<file path="src/rtl/jesd_seq_pkg.sv">
// Shared definitions for the JESD link bring-up sequencer: the state
// encoding reported on the state port and helpers for sizing the timers.
package jesd_seq_pkg;

    typedef enum logic [3:0] {
        ST_IDLE        = 4'd0,
        ST_RST_ASSERT  = 4'd1,
        ST_RST_SETTLE  = 4'd2,
        ST_HMC_SYNC    = 4'd3,
        ST_SYSREF_WAIT = 4'd4,
        ST_LINK_WAIT   = 4'd5,
        ST_RUN         = 4'd6,
        ST_FAIL        = 4'd7
    } seq_state_e;

    // Larger of two durations, used to size one shared timer.
    function automatic int max_of(input int a, input int b);
        return (a > b) ? a : b;
    endfunction

    // Bits needed to hold any count from 0 up to max_count inclusive.
    function automatic int timer_width(input int max_count);
        return (max_count < 1) ? 1 : $clog2(max_count + 1);
    endfunction

    // A duration of N cycles is counted as N-1 down to 0; zero-length
    // durations are treated as one cycle so the load never underflows.
    function automatic int load_value(input int cycles);
        return (cycles > 0) ? cycles - 1 : 0;
    endfunction

endpackage

</file>
<file path="src/rtl/jesd_link_sequencer_timer.sv">
// Loadable down-counter used for every fixed duration and timeout of the
// sequencer. It parks at zero and flags expiry while the count is zero.
module seq_timer #(
    parameter int WIDTH = 8
) (
    input  logic             clk_i,
    input  logic             rst_ni,
    input  logic             load_i,
    input  logic [WIDTH-1:0] load_val_i,
    output logic             expired_o
);

    logic [WIDTH-1:0] count_q;
    logic [WIDTH-1:0] count_d;

    // Reload on state entry, otherwise count down and hold at zero (no wrap).
    always_comb begin
        count_d = count_q;
        if (load_i) begin
            count_d = load_val_i;
        end else if (count_q != '0) begin
            count_d = count_q - WIDTH'(1);
        end
    end

    // Counter register, cleared by the asynchronous reset.
    always_ff @(posedge clk_i or negedge rst_ni) begin
        if (!rst_ni) begin
            count_q <= '0;
        end else begin
            count_q <= count_d;
        end
    end

    assign expired_o = (count_q == '0);

endmodule

</file>
<file path="src/rtl/jesd_link_sequencer.sv">
// JESD link bring-up sequencer: converter reset, settle, clock-chip sync,
// SYSREF capture and link-up wait, with bounded retries.
// Optional feature: define SEQ_WATCHDOG_EN to restart the bring-up when a
// link drops while running (counted in lost_cnt).
module jesd_link_sequencer
    import jesd_seq_pkg::*;
#(
    parameter int NUM_LINKS         = 1,
    parameter int RST_HOLD_CYCLES   = 1024,
    parameter int SETTLE_CYCLES     = 4096,
    parameter int SYNC_PULSE_CYCLES = 16,
    parameter int TIMEOUT_CYCLES    = 1000000,
    parameter int MAX_RETRIES       = 3
) (
    input  logic                 axil_aclk,
    input  logic                 axil_aresetn,
    input  logic                 start,
    input  logic                 abort,
    input  logic                 sysref_seen,
    input  logic [NUM_LINKS-1:0] link_up,
    output logic                 rstb,
    output logic                 hmc_sync,
    output logic                 link_en,
    output logic [1:0]           rxen,
    output logic [1:0]           txen,
    output logic                 busy,
    output logic                 done,
    output logic                 fail,
    output logic [3:0]           state,
    output logic [3:0]           retry_cnt,
    output logic [7:0]           lost_cnt
);

    localparam int MAX_DUR = max_of(max_of(RST_HOLD_CYCLES, SETTLE_CYCLES),
                                    max_of(SYNC_PULSE_CYCLES, TIMEOUT_CYCLES));
    localparam int TW = timer_width(MAX_DUR);

    localparam logic [TW-1:0] HOLD_LD    = TW'(load_value(RST_HOLD_CYCLES));
    localparam logic [TW-1:0] SETTLE_LD  = TW'(load_value(SETTLE_CYCLES));
    localparam logic [TW-1:0] SYNC_LD    = TW'(load_value(SYNC_PULSE_CYCLES));
    localparam logic [TW-1:0] TIMEOUT_LD = TW'(load_value(TIMEOUT_CYCLES));

    seq_state_e state_q;
    seq_state_e state_d;
    logic [3:0] retry_q;
    logic [3:0] retry_d;
    logic [7:0] lost_q;
    logic [7:0] lost_d;
    logic       timeout_hit;

    logic          tmr_load;
    logic [TW-1:0] tmr_val;
    logic          tmr_expired;

    logic       rstb_q;
    logic       hmc_sync_q;
    logic       link_en_q;
    logic [1:0] rxen_q;
    logic [1:0] txen_q;
    logic       busy_q;
    logic       done_q;
    logic       fail_q;

    seq_timer #(
        .WIDTH (TW)
    ) u_timer (
        .clk_i      (axil_aclk),
        .rst_ni     (axil_aresetn),
        .load_i     (tmr_load),
        .load_val_i (tmr_val),
        .expired_o  (tmr_expired)
    );

    // Next state and counters; abort overrides everything, timeouts retry
    // until the budget is spent and then park in FAIL.
    always_comb begin
        state_d     = state_q;
        retry_d     = retry_q;
        lost_d      = lost_q;
        timeout_hit = 1'b0;
        if (abort) begin
            state_d = ST_IDLE;
        end else begin
            unique case (state_q)
                ST_IDLE, ST_FAIL: begin
                    if (start) begin
                        state_d = ST_RST_ASSERT;
                        retry_d = 4'd0;
                    end
                end
                ST_RST_ASSERT: begin
                    if (tmr_expired) state_d = ST_RST_SETTLE;
                end
                ST_RST_SETTLE: begin
                    if (tmr_expired) state_d = ST_HMC_SYNC;
                end
                ST_HMC_SYNC: begin
                    if (tmr_expired) state_d = ST_SYSREF_WAIT;
                end
                ST_SYSREF_WAIT: begin
                    if (sysref_seen) begin
                        state_d = ST_LINK_WAIT;
                    end else if (tmr_expired) begin
                        timeout_hit = 1'b1;
                    end
                end
                ST_LINK_WAIT: begin
                    if (&link_up) begin
                        state_d = ST_RUN;
                    end else if (tmr_expired) begin
                        timeout_hit = 1'b1;
                    end
                end
                ST_RUN: begin
`ifdef SEQ_WATCHDOG_EN
                    if (!(&link_up)) begin
                        state_d = ST_RST_ASSERT;
                        retry_d = 4'd0;
                        if (lost_q != 8'hFF) lost_d = lost_q + 8'd1;
                    end
`endif
                end
                default: state_d = ST_IDLE;
            endcase
            if (timeout_hit) begin
                if (int'(retry_q) < MAX_RETRIES) begin
                    retry_d = retry_q + 4'd1;
                    state_d = ST_RST_ASSERT;
                end else begin
                    state_d = ST_FAIL;
                end
            end
        end
    end

    // Timer is loaded with the duration of the state being entered.
    always_comb begin
        tmr_load = (state_d != state_q);
        tmr_val  = '0;
        unique case (state_d)
            ST_RST_ASSERT:  tmr_val = HOLD_LD;
            ST_RST_SETTLE:  tmr_val = SETTLE_LD;
            ST_HMC_SYNC:    tmr_val = SYNC_LD;
            ST_SYSREF_WAIT: tmr_val = TIMEOUT_LD;
            ST_LINK_WAIT:   tmr_val = TIMEOUT_LD;
            default:        tmr_val = '0;
        endcase
    end

    // State and counter registers.
    always_ff @(posedge axil_aclk or negedge axil_aresetn) begin
        if (!axil_aresetn) begin
            state_q <= ST_IDLE;
            retry_q <= 4'd0;
            lost_q  <= 8'd0;
        end else begin
            state_q <= state_d;
            retry_q <= retry_d;
            lost_q  <= lost_d;
        end
    end

    // Outputs decoded from the next state so they change with the state.
    always_ff @(posedge axil_aclk or negedge axil_aresetn) begin
        if (!axil_aresetn) begin
            rstb_q     <= 1'b0;
            hmc_sync_q <= 1'b0;
            link_en_q  <= 1'b0;
            rxen_q     <= 2'b00;
            txen_q     <= 2'b00;
            busy_q     <= 1'b0;
            done_q     <= 1'b0;
            fail_q     <= 1'b0;
        end else begin
            rstb_q     <= !(state_d inside {ST_IDLE, ST_RST_ASSERT});
            hmc_sync_q <= (state_d == ST_HMC_SYNC);
            link_en_q  <= (state_d inside {ST_LINK_WAIT, ST_RUN});
            rxen_q     <= {2{state_d inside {ST_LINK_WAIT, ST_RUN}}};
            txen_q     <= {2{state_d inside {ST_LINK_WAIT, ST_RUN}}};
            busy_q     <= !(state_d inside {ST_IDLE, ST_RUN, ST_FAIL});
            done_q     <= (state_d == ST_RUN);
            fail_q     <= (state_d == ST_FAIL);
        end
    end

    assign rstb      = rstb_q;
    assign hmc_sync  = hmc_sync_q;
    assign link_en   = link_en_q;
    assign rxen      = rxen_q;
    assign txen      = txen_q;
    assign busy      = busy_q;
    assign done      = done_q;
    assign fail      = fail_q;
    assign state     = state_q;
    assign retry_cnt = retry_q;
    assign lost_cnt  = lost_q;

endmodule

</file>
<file path="config.mk">
export PLATFORM = sky130hd
export DESIGN_NAME = jesd_link_sequencer
export DESIGN_NICKNAME = d
export VERILOG_FILES = /design/src/rtl/jesd_seq_pkg.sv /design/src/rtl/jesd_link_sequencer_timer.sv /design/src/rtl/jesd_link_sequencer.sv
export SDC_FILE = /design/constraint.sdc
export NUM_CORES = 1
export LEC_CHECK = 0
export ABC_AREA = 0
export CAP_MARGIN = 20
export CORE_MARGIN = 5
export CORE_UTILIZATION = 56
export CTS_BUF_LIST = sky130_fd_sc_hd__clkbuf_8
export CTS_CLUSTER_DIAMETER = 30
export CTS_CLUSTER_SIZE = 40
export DETAILED_ROUTE_END_ITERATION = 10
export HOLD_SLACK_MARGIN = 0.03
export PLACE_DENSITY_LB_ADDON = 0.1
export SLEW_MARGIN = 20
export SYNTH_ARGS = -nofsm -noshare
export SYNTH_HDL_FRONTEND = slang
export SYNTH_SLANG_ARGS = --single-unit
</file>
<file path="constraint.sdc">
create_clock -name axil_aclk -period 3.05 [get_ports axil_aclk]
set_clock_uncertainty 0.2 [all_clocks]
set_input_delay 0.915 -clock axil_aclk [delete_from_list [all_inputs] [get_ports axil_aclk]]
set_output_delay 0.915 -clock axil_aclk [all_outputs]
set_load 0.01 [all_outputs]
</file>
==> results_dict.tcl, run 1 <==
set metrics [dict create \
    run_status "finished, final reports clean" \
    critical_path_arrival_ns 2.99 \
    final-max-slew-violation-count 0 \
    layout.cells.most_common_list "sky130_fd_sc_hd__dfrtp_1, sky130_fd_sc_hd__buf_4, sky130_fd_sc_hd__clkdlybuf4s50_1" \
    core_um2 3689 \
    hold-path-cell-count 1 \
    finalWirelength_um 5442 \
    number_of_nets_at_the_end_of_the_flow 275 \
    class_of_the_most_critical_setup_path "reg -> reg" \
    detailed_place_hpwl_um 3706 \
    synth.top_cells.by_area "sky130_fd_sc_hd__dfrtp_1, sky130_fd_sc_hd__xnor2_1, sky130_fd_sc_hd__buf_4" \
    hold_end "retry_cnt[2]" \
    pwr-share-comb_pct 49.7 \
    static-leakage-power_nw 1.172 \
    netlist_area_um2 2146 \
    worstSetupEndpointType "flip-flop" \
    grt_pass1_vias 1769 \
    maxClockFrequency_ghz 0.3356 \
    drt_iter0_drc 139 \
    route.detailed.wl_per_inst_um 17.22 \
    slowest_stage "sky130_fd_sc_hd__o41a_1" \
    async_flop_share_pct 100.0 \
    power.switching_fraction_pct 41.52 \
    yosys.cell_types.count 52 \
    post-route-min-period_ns 2.980 \
    worst_slack_ns 0.07042 \
    grt_first_pass_wirelength_um 8507 \
    htree_num_levels 2 \
    cell_count_after_synthesis 220 \
    number_of_synthesized_flops_with_an_enable_pin 0 \
    synth.yosys.seq_area_share_pct 39.65 \
    route.detailed.drc 0 \
    final-seq-area_um2 850.8 \
    synth_area_leader_cell "sky130_fd_sc_hd__dfrtp_1" \
    rr_worst_depth 11 \
    seq_power_share_pct 33.7 \
    rows 22 \
    timing.final.hold_violations 0 \
    floorplan.initialDensity_pct 58.18 \
    finalCritPeriodShare_pct 97.69 \
    critical_path.most_common_cell "sky130_fd_sc_hd__buf_4" \
    power.ir.vdd_worst_uv 556.6 \
    overflow 0 \
    dieArea_um2 5170 \
    min-delay-path-class "reg -> reg" \
    detailedRoute.firstPassIterationCount 4 \
    die-width_um 71.90 \
    n_fill_cell 278 \
    clock_insertion_delay_at_the_later_pin_of_the_skew_report_ns 0.29 \
    clk_pin_slew_ns 0.07 \
    synth_top_area_share_pct 39.65 \
    cts.root.buffer_cell "sky130_fd_sc_hd__clkbuf_8" \
    yosysWarningCount 0 \
    port_buffers 23 \
    avg_cell_area_syn_um2 9.754 \
    setup.worst_path.start_class "flip-flop" \
    fin_tns_setup_ns 0 \
    worst_flop_to_flop_path_endpoint "u_timer.count_q[4]" \
    final_antenna_net_count 0 \
    power_density_nw_per_um2 742.0 \
    setup_viol 0 \
    grt_max_degree 35 \
    pwr-share-clk_pct 16.6 \
    drv.max_cap_violation_count 0 \
    fraction_of_final_layout_cells_sized_beyond_drive_strength_1_pct 26.49 \
    timing.hold.worst.start "retry_cnt[2]" \
    place_worst_setup_slack_ns -0.3877 \
    global_route.usage.total_pct 20.90 \
    route.vias.total 1846 \
    worst-slew-pin-transition_ns 0.6366 \
    mostFrequentLayoutCell "sky130_fd_sc_hd__dfrtp_1" \
    cp.required_ns 3.06 \
    clk_path_buf_depth 2 \
    critical_path.max_fanout 10 \
    worst_slew_margin_pct 57.36 \
    tritoncts.num_buffers 5 \
    tritoncts "done" \
    cts_sinks 34 \
    r2r_start "u_timer.count_q[0]" \
    total_switching_power_uw 858.5 \
    ctsHoldBuffers 0 \
    rrSetupSlack_ns 0.07 \
    routability_congestion_estimate 0.9209 \
    viasPerCell 5.842 \
    height_of_the_chip_um 71.90 \
    fin_total_pwr_mw 2.067 \
    boundaryPins 32 \
    cell_int_power_mw 1.209 \
    insertedDiodeCount 0 \
    cp_peak_stage_delay_ns 0.45 \
    postLayoutCoreUtil_pct 75.54 \
    multi_input_combinational_cell_area_um2 1275 \
    area_delta_synth_final_pct 29.85 \
    synth-seq-cells 34 \
    critical_path.cell_chain "inv_1 -> ha_1 -> nor3b_4 -> nand4_1 -> buf_4 -> o41a_1 -> nor2_2 -> o311ai_4 -> buf_4 -> nand2b_2 -> o22ai_1" \
    synthFlopType "sky130_fd_sc_hd__dfrtp_1" \
    antenna_found_initial 0 \
]
-- state kept, by name, indices dropped and copies added, names as in the netlist --
name             count
u_timer.count_q     20
hmc_sync             1
state                4
txen                 1
rstb                 1
fail                 1
done                 1
retry_cnt            4
busy                 1
-- routing by layer --
metal  share of wire, %  global-route usage [%]  up-vias
met3                5.5                   4.571       19
li1                   -                       -      871
met2                 51                   34.90       69
met1                 40                   26.02      887
met4                3.6                   9.186        0
met5                  0                       0        -
-- through the flow --
stage | instance area (um2) | cells | hold slack, ns
final | 2786 | 316 | 0.3046
after global routing | 2786 | 316 | 0.3409
after CTS | 2589 | 309 | 0.3164
after detailed placement | 2491 | 301 | 0.2962
after global placement | 2491 | 301 | 0.2863
after floorplan | 2176 | 228 | 0.3208
-- cells in the mapped netlist, drive strengths merged (2+ instances only) --
master / number
clkbuf: 3
o22ai: 5
mux2i: 5
or3: 6
o21ai: 9
inv: 10
xor2: 7
a21oi: 3
nand4: 2
or2: 3
nor2: 18
and2: 3
o41a: 2
nand3: 4
a31oi: 2
nor3: 13
nand2b: 3
dfrtp: 34
xnor2: 13
nand2: 15
nor3b: 3
buf: 20
ha: 2
nor4: 9
o32ai: 12
-- final cells by class --
| class | count | area share [%] |
|---|---|---|
| sequential | 34 | 30.53 |
| inverter | 10 | 1.347 |
| multi-input combinational | 162 | 45.76 |
| tap | 48 | 2.155 |
| clock buffer | 6 | 2.964 |
| timing repair buffer | 54 | 16.93 |
| clock inverter | 2 | 0.3143 |
-- worst max path at each step --
stage,slack [ns],from,cells past startpoint,endpoint
floorplan,0.30,link_up,8,u_timer.count_q[11]
global placement,-0.32,link_up,9,u_timer.count_q[19]
detailed placement,-0.39,link_up,9,u_timer.count_q[6]
CTS,0.004,link_up,9,u_timer.count_q[7]
global route,-0.1,u_timer.count_q[0],11,u_timer.count_q[4]
finish,0.07,u_timer.count_q[0],11,u_timer.count_q[4]
-- power groups by stage --
stage	logic, mW	registers, mW	clock network [mW]
2_1_floorplan	0.715	0.667	0
3_3_place_gp	0.858	0.685	0
3_5_place_dp	0.890	0.693	0
4_1_cts	0.904	0.688	0.354
5_1_grt	1.13	0.712	0.377
6_report	1.03	0.696	0.343
-- logic make-up after synthesis --
| group | Yosys count | synth area share, % |
|---|---|---|
| buf+inv | 33 | 9.329 |
| compound gates | 42 | 16.97 |
| other cells | 1 | 0.1748 |
| flops | 34 | 39.65 |
| simple gates | 83 | 22.22 |
| fa+ha+maj | 2 | 1.166 |
| xor+xnor | 20 | 8.163 |
| mux | 5 | 2.332 |
-- worst max-delay path: cells and delay by family, from the launching register on --
kind / cells / cell delay [ns]
AOI/OAI and AO/OA: 3 / 0.74
adders and majority gates: 1 / 0.20
buffers and inverters: 3 / 0.50
DFF: 1 / 0.40
and+or+nand+nor: 4 / 0.83
-- timing repair --
item / 4_1_cts / 5_1_grt
setup buffers: 0 / 6
endpoints found under the setup margin: 15 / 20
gates resized for setup: 1 / 25
pin swaps: 1 / 6
hold endpoints to repair: 0 / 0
gates cloned: 0 / 1
No activity file was read; power rests on OpenSTA's default activity.
==> run 2, diff against run 1 <==
--- a/config.mk
+++ b/config.mk
@@ -7,7 +7,7 @@
 export LEC_CHECK = 0
 export ABC_AREA = 0
 export CAP_MARGIN = 20
-export CORE_MARGIN = 5
+export CORE_MARGIN = 3
 export CORE_UTILIZATION = 56
 export CTS_BUF_LIST = sky130_fd_sc_hd__clkbuf_8
 export CTS_CLUSTER_DIAMETER = 30
==> run 2 against run 1 <==
  * Worst hold slack improved by 0.019 ns
  * Final area did not move
  * Sequential share of layout area did not move
  * Clock-buffer cell count did not move
  * Wire length fell by 0.77%
  * Global-route usage rose by 3.9 points
  * Highest routed layer unchanged
  * First-iteration DRC count fell by 8.6%
  * Flip-flop and latch count did not move
==> results_dict.tcl, run 2 (same netlist as run 1, synthesis figures left out) <==
set metrics [dict create \
    run_status "finished, final reports clean" \
    route.detailed.drc 0 \
    power.ir.vdd_worst_uv 605.5 \
    static-leakage-power_nw 1.168 \
    grt_pass1_vias 1874 \
    class_of_the_most_critical_setup_path "in -> reg" \
    slowest_stage "sky130_fd_sc_hd__o311ai_4" \
    final_antenna_net_count 0 \
    path_buf_inv 3 \
    routability_congestion_estimate 0.8718 \
    largest_register "u_timer.count_q" \
    power_density_nw_per_um2 750.1 \
    timing.final.hold_violations 0 \
    core_um2 3521 \
    route.vias.total 1879 \
    clock_insertion_delay_at_the_later_pin_of_the_skew_report_ns 0.30 \
    htree_num_levels 2 \
    insertedDiodeCount 0 \
    number_of_nets_at_the_end_of_the_flow 272 \
    viasPerCell 6.042 \
    power.switching_fraction_pct 42.31 \
    cts.root.buffer_cell "sky130_fd_sc_hd__clkbuf_8" \
    route.detailed.wl_per_inst_um 17.36 \
    pwr-share-comb_pct 49.9 \
    cp_peak_stage_delay_ns 0.46 \
    post-route-min-period_ns 2.927 \
    min-delay-path-class "reg -> reg" \
    largest_register_ffs 20 \
    floorplan.initialDensity_pct 60.95 \
    critical_path_arrival_ns 2.93 \
    n_fill_cell 238 \
    layout.cells.most_common_list "sky130_fd_sc_hd__dfrtp_1, sky130_fd_sc_hd__buf_4, sky130_fd_sc_hd__clkdlybuf4s50_1" \
    cell_int_power_mw 1.206 \
    overflow 0 \
    grt_first_pass_wirelength_um 8459 \
    drv.max_cap_violation_count 0 \
    height_of_the_chip_um 67.90 \
    worst-slew-pin-transition_ns 0.6638 \
    finalCritPeriodShare_pct 95.98 \
    finalWirelength_um 5400 \
    drt_iter0_drc 127 \
    fin_total_pwr_mw 2.090 \
    clk_pin_slew_ns 0.07 \
    boundaryPins 32 \
    ctsHoldBuffers 0 \
    cts_sinks 34 \
    die-width_um 67.90 \
    antenna_found_initial 0 \
    worstSetupEndpointType "flip-flop" \
    final-max-slew-violation-count 0 \
    dieArea_um2 4610 \
    area_delta_synth_final_pct 29.85 \
    setup.worst_path.start_class "primary input" \
    critical_path.cell_chain "dlymetal6s2s_1 -> mux2i_1 -> nand4_1 -> buf_6 -> a211oi_4 -> o32ai_4 -> o311ai_4 -> nor2_2 -> buf_6 -> o32ai_2" \
    detailedRoute.firstPassIterationCount 4 \
    port_buffers 23 \
    detailed_place_hpwl_um 3727 \
    clk_path_buf_depth 2 \
    maxClockFrequency_ghz 0.3416 \
    seq_power_share_pct 33.1 \
    cp_top_family "compound AO/OA/AOI/OAI gates" \
    cp.required_ns 3.05 \
    postLayoutCoreUtil_pct 79.14 \
    critical_path.max_fanout 6 \
    global_route.usage.total_pct 24.76 \
    mostFrequentLayoutCell "sky130_fd_sc_hd__dfrtp_1" \
    fraction_of_final_layout_cells_sized_beyond_drive_strength_1_pct 25.66 \
    critical_path.most_common_cell "sky130_fd_sc_hd__buf_6" \
    rows 21 \
    worst_case_hold_slack_ns 0.3235 \
    setup_viol 0 \
    tritoncts.num_buffers 5 \
    fin_tns_setup_ns 0 \
    tritoncts "done" \
    grt_max_degree 35 \
    total_switching_power_uw 884.3 \
    worst_slew_margin_pct 55.74 \
    pwr-share-clk_pct 17.1 \
]
## run 2: per-stage QoR
step	std cells	setup slack, ns	cell area [um2]
floorplan	228	0.2981	2176
global placement	301	-0.2447	2504
detailed placement	301	-0.3161	2504
CTS	310	0.01082	2641
global route	311	-0.0002023	2786
finish	311	0.1226	2786
## run 2: layout make-up
type	count	area, um2	share of cell area, %
Tap cell	46	57.56	2.066
Clock inverter	2	12.51	0.4490
Clock buffer	6	82.58	2.964
Timing Repair Buffer	51	459.2	16.48
Sequential cell	34	850.8	30.53
Multi-Input combinational cell	162	1286	46.16
Inverter	10	37.54	1.347
## run 2: per-layer routing
layer / vias up / global-route usage [%] / routed length (um)
met5: - / 0 / 0
met2: 73 / 42.77 / 2787
li1: 866 / - / -
met4: 0 / 11.17 / 108
met1: 927 / 28.81 / 2189
met3: 13 / 6.240 / 315
## run 2: path summary, 6_finish.rpt
path | from | endpoint | slack, ns | depth (start not counted)
max | sysref_seen | u_timer.count_q[16] | 0.12 | 10
max reg2reg | state[1] | u_timer.count_q[4] | 0.16 | 9
min | retry_cnt[3] | retry_cnt[3] | 0.32 | 1
min reg2reg | retry_cnt[3] | retry_cnt[3] | 0.32 | 1
max in group asynchronous | axil_aresetn | state[3] | 1.52 | 2
min in group asynchronous | axil_aresetn | u_timer.count_q[11] | 0.83 | 2
## run 2: power groups by stage
stage / Clock [mW] / Sequential (mW) / Combinational (mW)
2_1_floorplan: 0 / 0.667 / 0.715
3_3_place_gp: 0 / 0.680 / 0.874
3_5_place_dp: 0 / 0.692 / 0.917
4_1_cts: 0.353 / 0.685 / 0.938
5_1_grt: 0.382 / 0.705 / 1.14
6_report: 0.357 / 0.691 / 1.04
## run 2: repair_timing
item	CTS	global route
pin swaps	3	7
buffers inserted	1	1
resized for setup	5	23
endpoints found under the hold margin	0	0
gates cloned	0	1
setup endpoints to repair	10	17
==> run 3, diff against run 2 <==
--- a/config.mk
+++ b/config.mk
@@ -6,6 +6,7 @@
 export NUM_CORES = 1
 export LEC_CHECK = 0
 export ABC_AREA = 0
+export ABC_CLOCK_PERIOD_IN_PS = 3050
 export CAP_MARGIN = 20
 export CORE_MARGIN = 3
 export CORE_UTILIZATION = 56
==> results of run 3 <==
No change in the layout: final DEF, timing and power equal those of run 2.
